$ cat src/rtl/write_back.sv
// Final pipeline stage: picks the commit value, drives the register-file write port one
// cycle later, holds multi-cycle loads/UART reads while stalling upstream, counts retirements.
module write_back #(
    parameter int          INST_MEM_WIDTH = 2,
    parameter logic [31:0] RETIRED_INIT   = 32'd0
) (
    input  logic                      CLK,
    input  logic                      reset,
    input  logic                      distinct,
    input  logic                      AorF,
    input  logic                      RegWrite,
    input  logic [1:0]                MemtoReg,
    input  logic [1:0]                RegDist,
    input  logic [4:0]                rt,
    input  logic [4:0]                rd,
    input  logic [31:0]               alu_result,
    input  logic [INST_MEM_WIDTH-1:0] pc1,
    input  logic                      mem_rvalid,
    input  logic [31:0]               mem_rdata,
    input  logic                      uart_rvalid,
    input  logic [7:0]                uart_rdata,
    output logic                      uart_rready,
    output logic                      stall,
    output logic                      RegWrite_before,
    output logic                      AorF_before,
    output logic                      distinct_before,
    output logic [4:0]                rw,
    output logic [31:0]               write_data,
    output logic [31:0]               retired,
    output logic [1:0]                state_dbg
);

    typedef enum logic [1:0] {
        IDLE      = 2'd0,
        WAIT_MEM  = 2'd1,
        WAIT_UART = 2'd2
    } state_t;

    state_t state, state_nx;

    logic       cap_aorf, cap_regwrite, cap_nowrite;
    logic [4:0] cap_idx;

    logic       in_nowrite;
    logic [4:0] in_idx;
    logic       commit;
    logic       c_aorf, c_regwrite, c_nowrite;
    logic [4:0] c_idx;
    logic [31:0] c_data;

    assign state_dbg = state;

    always_comb begin
        in_idx     = 5'd0;
        in_nowrite = 1'b0;
        case (RegDist)
            2'b00:   in_idx = rt;
            2'b01:   in_idx = rd;
            2'b10:   in_idx = 5'd31;
            default: in_nowrite = 1'b1;
        endcase
    end

    always_ff @(posedge CLK or negedge reset) begin
        if (!reset) state <= IDLE;
        else        state <= state_nx;
    end

    always_comb begin
        state_nx = state;
        case (state)
            IDLE: begin
                if (distinct && MemtoReg == 2'b01) state_nx = WAIT_MEM;
                else if (distinct && MemtoReg == 2'b11) state_nx = WAIT_UART;
            end
            WAIT_MEM:  if (mem_rvalid)  state_nx = IDLE;
            WAIT_UART: if (uart_rvalid) state_nx = IDLE;
            default:   state_nx = IDLE;
        endcase
    end

    // Handshakes: stall tells upstream to hold its bundle; it drops in the completion
    // cycle, but a new bundle is only taken from IDLE. uart_rready is a same-cycle pop.
    always_comb begin
        commit      = 1'b0;
        stall       = 1'b0;
        uart_rready = 1'b0;
        c_aorf      = AorF;
        c_regwrite  = RegWrite;
        c_nowrite   = in_nowrite;
        c_idx       = in_idx;
        c_data      = alu_result;
        case (state)
            IDLE: begin
                if (distinct) begin
                    if (MemtoReg[0]) begin
                        stall = 1'b1;
                    end else begin
                        commit = 1'b1;
                        c_data = MemtoReg[1] ? 32'(pc1) : alu_result;
                    end
                end
            end
            WAIT_MEM: begin
                c_aorf     = cap_aorf;
                c_regwrite = cap_regwrite;
                c_nowrite  = cap_nowrite;
                c_idx      = cap_idx;
                c_data     = mem_rdata;
                stall      = !mem_rvalid;
                commit     = mem_rvalid;
            end
            WAIT_UART: begin
                c_aorf      = cap_aorf;
                c_regwrite  = cap_regwrite;
                c_nowrite   = cap_nowrite;
                c_idx       = cap_idx;
                c_data      = {24'b0, uart_rdata};
                stall       = !uart_rvalid;
                uart_rready = uart_rvalid;
                commit      = uart_rvalid;
            end
            default: ;
        endcase
    end

    // Bundle is frozen for the whole wait so upstream changes cannot leak in.
    always_ff @(posedge CLK or negedge reset) begin
        if (!reset) begin
            cap_aorf     <= 1'b0;
            cap_regwrite <= 1'b0;
            cap_nowrite  <= 1'b0;
            cap_idx      <= 5'd0;
        end else if (state == IDLE && distinct && MemtoReg[0]) begin
            cap_aorf     <= AorF;
            cap_regwrite <= RegWrite;
            cap_nowrite  <= in_nowrite;
            cap_idx      <= in_idx;
        end
    end

    always_ff @(posedge CLK or negedge reset) begin
        if (!reset) begin
            RegWrite_before <= 1'b0;
            AorF_before     <= 1'b0;
            distinct_before <= 1'b0;
            rw              <= 5'd0;
            write_data      <= 32'd0;
            retired         <= RETIRED_INIT;
        end else if (commit) begin
            // Integer r0 is hard-wired; the instruction still retires.
            RegWrite_before <= c_regwrite && !c_nowrite && !(!c_aorf && c_idx == 5'd0);
            AorF_before     <= c_aorf;
            distinct_before <= 1'b1;
            rw              <= c_idx;
            write_data      <= c_data;
            retired         <= retired + 32'd1;
        end else begin
            RegWrite_before <= 1'b0;
            distinct_before <= 1'b0;
        end
    end

endmodule

$ cat config.mk
export PLATFORM = sky130hd
export DESIGN_NAME = write_back
export DESIGN_NICKNAME = d
export VERILOG_FILES = /design/src/rtl/write_back.sv
export SDC_FILE = /design/constraint.sdc
export NUM_CORES = 1
export LEC_CHECK = 0
export BUFFER_PORTS_ARGS = -buffer_cell sky130_fd_sc_hd__clkbuf_2
export CAP_MARGIN = 15
export CORE_MARGIN = 3
export CORE_UTILIZATION = 43
export DETAILED_ROUTE_END_ITERATION = 8
export HOLD_SLACK_MARGIN = 0.02
export PLACE_DENSITY_LB_ADDON = 0.25
export SETUP_SLACK_MARGIN = 0.05
export SYNTH_ARGS = -nofsm -noshare
export SYNTH_HDL_FRONTEND = slang
export SYNTH_SLANG_ARGS = --single-unit
$ cat constraint.sdc
create_clock -name CLK -period 1.8 [get_ports CLK]
set_clock_uncertainty 0.1 [all_clocks]
set_input_delay 0.09 -clock CLK [delete_from_list [all_inputs] [get_ports CLK]]
set_output_delay 0.09 -clock CLK [all_outputs]
set_load 0.005 [all_outputs]
==> Yosys cells after proc, flatten, opt, wreduce, memory -nomap -nowiden <==
Index checks and enable logic that the tools add are counted.
{ "op_classes": {"n_eq_ne": 9, "reduce_logical": 18, "addsub": 1, "mux": 24} }
{ "ops": {"columns": ["cell", "count"], "rows": [
  ["$mux W32", 3],
  ["$pmux W32 S3", 1],
  ["$add A32 B1 Y32 const B", 1],
  ["$pmux W5 S3", 1],
  ["$mux W1", 11],
  ["$mux W2", 4],
  ["$logic_and A1 B1 Y1", 7],
  ["$eq A2 B1 Y1 const B", 3],
  ["$eq A2 B2 Y1 const B", 3],
  ["$pmux W1 S3", 2],
  ["$pmux W2 S3", 1],
  ["$logic_not A1 Y1", 5],
  ["$logic_not A5 Y1", 1],
  ["$mux W5", 1],
  ["$logic_not A2 Y1", 2],
  ["$ne A2 B2 Y1 const B", 2],
  ["$ne A3 B3 Y1 const B", 1],
  ["$reduce_and A3 Y1", 1],
  ["$reduce_or A3 Y1", 1],
  ["$reduce_or A2 Y1", 1]
]} }
{ "word_totals": {"inputBits": 95, "ff_bits": 82, "output_inout_bits": 76, "elab_cells": 63} }

==> Longest topological paths before layout <==
{ "depth": {"ltp_word": 8, "ltp_mapped": 9, "ltp_nobuf": 6} }

==> Worst setup path after synthesis <==
Ideal clock, no wire load.
{ "synth_path": {"path_type": "register to register", "from": "register state[0], in the netlist state_dbg[0]", "to": "register retired[1]", "slack_ns": -0.138, "setup_time_ns": 0.125, "arrival_ns": 1.713, "path_stages_with_launch": 8, "t_required_ns": 1.575, "path_cell_list": "dfrtp_1 -> inv_1 -> ha_1 -> buf_2 -> nand3b_1 -> a21oi_1 -> buf_2 -> mux2_2"} }
{ "synth_via": {"elab_chain_cells": 2} }
{ "synth_lines": {"columns": ["element", "line_no", "rtl"], "rows": [
  ["start, declared", "39", "state_t state, state_nx;"],
  ["start signal, assigned", "66", "else state <= state_nx;"],
  ["$eq A2 B2 Y1, or another cell as far along", "93", "case (state)"],
  ["$pmux W1 S3 (*)", "93", null],
  ["end signal, assigned", "157", "retired <= retired + 32'd1;"],
  ["end, declared", "29", "output logic [31:0] retired,"]
]} }
Mark *: on every way between the ends. The rest lies on a longest branch, timed or not.
A chain may end at the register's enable or synchronous reset.

==> Worst setup path in the final report <==
{ "layout_path": {"from": "register state[1], in the netlist state_dbg[1]", "to": "register write_data[14]"} }
{ "layout_via": {"elab_chain_cells": 2} }
{ "layout_lines": {"columns": ["element", "line_no", "rtl"], "rows": [
  ["$eq A2 B2 Y1, or another cell as far along", "93", null],
  ["$pmux W32 S3 / $pmux W1 S3 (equally long branches)", "93", null],
  ["end signal, assigned", "156", "write_data <= c_data;"],
  ["end, declared", "28", "output logic [31:0] write_data,"]
]} }
Parallel ways exist; a longest one is shown, timed or not.

==> results.cfg <==
[global_routing]
grt_max_degree = 50
grt_first_pass_wirelength_um = 21200
overflow = 0
grt_use_total_pct = 26.5
grt_pass1_vias = 4276
antenna_found_initial = 0

[critical_path]
cp_top_family = buffers and inverters
worstPathRequired_ps = 1930
crit_cells = 10
path_cells = buf_6 > ha_4 > a22oi_2 > buf_4 > a21oi_4 > buf_4 > buf_12 > buf_12 > nor2_4 > a21oi_2
r2r_start = state_dbg[1]
r2r_end = write_data[14]
crit_end = write_data[14]
critical_path.startpoint = state_dbg[1]
crit_buf_inv = 5
startpoint_type = flip-flop
worstPathMaxFanout = 5
cp_slowest_stage_delay_ps = 420
r2r_slack_ps = -270
critPathCaptureType = flip-flop
crit_slowest_cell = dfrtp_1
crit_type = flip-flop to flip-flop
worst-r2r-cell-count = 10
worstPathArrival_ps = 2200

[die]
placementRows = 34
io_pins = 171
initial_utilization_pct = 44.5
die_height_um = 101
die_area_sq_mm = 0.0103
core_sq_mm = 0.00876
die_w_um = 101

[timing]
clock.fmax_ghz = 0.483
hold_violations = 0
min_period_ps = 2070
tightest_slew_ps = 650
worst_slack_ps = -272
rsz0062_at_grt = true
final.period_utilization_pct = 115
finalSetupViolations = 69
slew_viol_final = 0
slew_headroom_pct = 56.7

[clock_network]
cts_buffers = 9
tritoncts = done
clk_path_buf_depth = 2
clkSinkCount = 82
clkSlewWorstSetupHoldPaths_ps = 90
htree_num_levels = 3
clk_latency_ps = 370
cts_root_buf = clkbuf_8

[synthesis]
postSynth.asyncResetShare_pct = 100
syn_area_per_cell_sq_um = 10.4
yosys_warnings = 0
seq_area_frac_synth_pct = 52.6
syn-num-nets = 476
synth_cells = 376
ys_seq_elements = 82
synth_enable_flop_cells = 0
synth_area_sq_mm = 0.00390
synth_cell_type_count = 43
synth_flop_cell = dfrtp_1

[routing]
drt_iter0_markers = 253
via_per_inst = 5.70
vias = 4472
drt-total-wl_um = 16500
drt_pass1_iterations = 7
wl_per_cell_um = 21.0
postRouteAntennaNets = 0
remaining_drc_errors = 0

[place]
place_area_sq_mm = 0.00509
dp_hpwl_um = 7850
place_congestion = 0.833
io_buffers = 170

[power]
p_per_area_mw_per_mm2 = 1570
peakVddDrop_uv = 701
leakage_nw = 3.32
power_mw = 11.2

[finish]
nets = 771
area_growth_pct = 83.8
stdcell_area_sq_mm = 0.00717
drive_gt1_share_pct = 54.6
n_antenna_cell = 0
nFillCells = 439

[run_status]
status = finished, violations left
violations = negative setup slack

[worst_hold_path]
hold_path_class = input pin to flip-flop
worstHoldStart = distinct

[job]
drv_cap = 0
-- cell families (layout without fill, tap and decap cells) --
| logic type | Yosys count | count (layout) | share of synthesized area, % |
|---|---|---|---|
| fa+ha+maj | 5 | 5 | 1.60 |
| buf+inv | 30 | 330 | 3.66 |
| mux | 12 | 12 | 3.40 |
| compound gates | 93 | 93 | 15.8 |
| simple gates | 123 | 123 | 16.0 |
| xor+xnor | 31 | 31 | 6.96 |
| flops | 82 | 82 | 52.6 |
-- flip-flops by register name (all words and copies together) (netlist names) --
| signal | cells |
|---|---|
| AorF_before | 1 |
| RegWrite_before | 1 |
| cap_aorf | 1 |
| cap_idx | 5 |
| cap_nowrite | 1 |
| cap_regwrite | 1 |
| distinct_before | 1 |
| retired | 32 |
| rw | 5 |
| state_dbg | 2 |
| write_data | 32 |
-- worst min-delay path: cells and delay by family --
| family | cells | cell delay (ps) |
|---|---|---|
| simple gates | 1 | 160 |
| compound gates | 1 | 100 |
| buf+inv | 1 | 140 |
-- Yosys cell counts, types with 3 or more instances --
| library cell | n | area [sq um] |
|---|---|---|
| a21oi_1 | 42 | 210 |
| buf_2 | 8 | 40.0 |
| ha_1 | 5 | 62.6 |
| and2_1 | 4 | 25.0 |
| a222oi_1 | 8 | 80.1 |
| nand4_1 | 14 | 87.6 |
| inv_1 | 7 | 26.3 |
| o21ai_0 | 5 | 25.0 |
| xor2_1 | 4 | 35.0 |
| nand2b_1 | 6 | 37.5 |
| xnor2_1 | 27 | 236 |
| a22oi_1 | 25 | 188 |
| dfrtp_1 | 82 | 2050 |
| clkbuf_1 | 10 | 37.5 |
| mux2_2 | 10 | 113 |
| buf_4 | 3 | 22.5 |
| nand3_1 | 14 | 70.1 |
| nand2_1 | 22 | 82.6 |
| and3_1 | 4 | 25.0 |
| nor2_1 | 45 | 169 |
| o221ai_1 | 4 | 35.0 |
-- cell usage in the layout, fill, tap and decap left out, drive strengths merged, types with 4 or more instances in the layout --
cell         instances
inv                  8
a222oi               8
o221ai               4
xor2                 4
and3                 5
mux2                10
ha                   5
and2                 4
xnor2               27
a21oi               42
dlygate4sd3         82
nor2                45
dfrtp               82
o21ai                5
clkbuf             185
nand4               15
buf                 51
nand2b               6
nand2               22
nand3               14
a22oi               25
-- through the flow --
| step | utilization [%] | hold WS (ps) | setup WS [ps] | TNS, ps | std cells |
|---|---|---|---|---|---|
| 2_1_floorplan | - | -306 | -101 | -1000 | 376 |
| 3_3_place_gp | 58.1 | 52.4 | -84.7 | -265 | 658 |
| 3_5_place_dp | 58.1 | 48.9 | -128 | -1850 | 658 |
| 4_1_cts | 75.7 | 33.3 | -89.6 | -1970 | 776 |
| 5_1_grt | 81.8 | 45.1 | -331 | -13970 | 784 |
| 6_report | 81.8 | 61.8 | -272 | -10310 | 784 |
-- repair_timing --
action | CTS | global route
endpoints found under the setup margin | 60 | 75
pin swaps | 23 | 21
gates resized for setup | 72 | 103
hold buffers | 82 | 0
setup buffers | 16 | 5
hold endpoints to repair | 91 | 0
cloned | 4 | 7
-- power by group --
part | internal (mW) | switching (mW)
Combinational | 3.35 | 3.36
Clock | 0.688 | 0.705
Sequential | 2.50 | 0.626
-- area by class of cell --
type / count / area [sq um] / area share [%]
flip-flops and latches: 82 / 2050 / 28.6
clock buffers: 11 / 141 / 1.97
inverters: 7 / 26.3 / 0.366
clock inverters: 5 / 62.6 / 0.872
repair buffers: 307 / 2390 / 33.3
well taps: 108 / 135 / 1.88
multi-input cells: 264 / 2370 / 33.0
-- per-layer routing --
layer | share of wire (%) | GRT usage (%) | vias up | wire length, um
met1 | 36 | 31.0 | 2164 | 5870
met5 | 0 | 0 | - | 0
li1 | - | - | 1955 | -
met3 | 8.4 | 5.58 | 82 | 1390
met2 | 50 | 46.4 | 271 | 8300
met4 | 5.6 | 12.1 | 0 | 926
-- how the worst min path moves through the flow --
stage	to	depth (start not counted)	slack, ps
after CTS	cap_nowrite	3	30
after global placement	write_data[8]	1	50
after detailed placement	write_data[8]	1	50
after floorplan	AorF_before	0	-310
final	cap_nowrite	3	60
after global routing	cap_nowrite	3	50
Power figures use the tool's default switching activity.
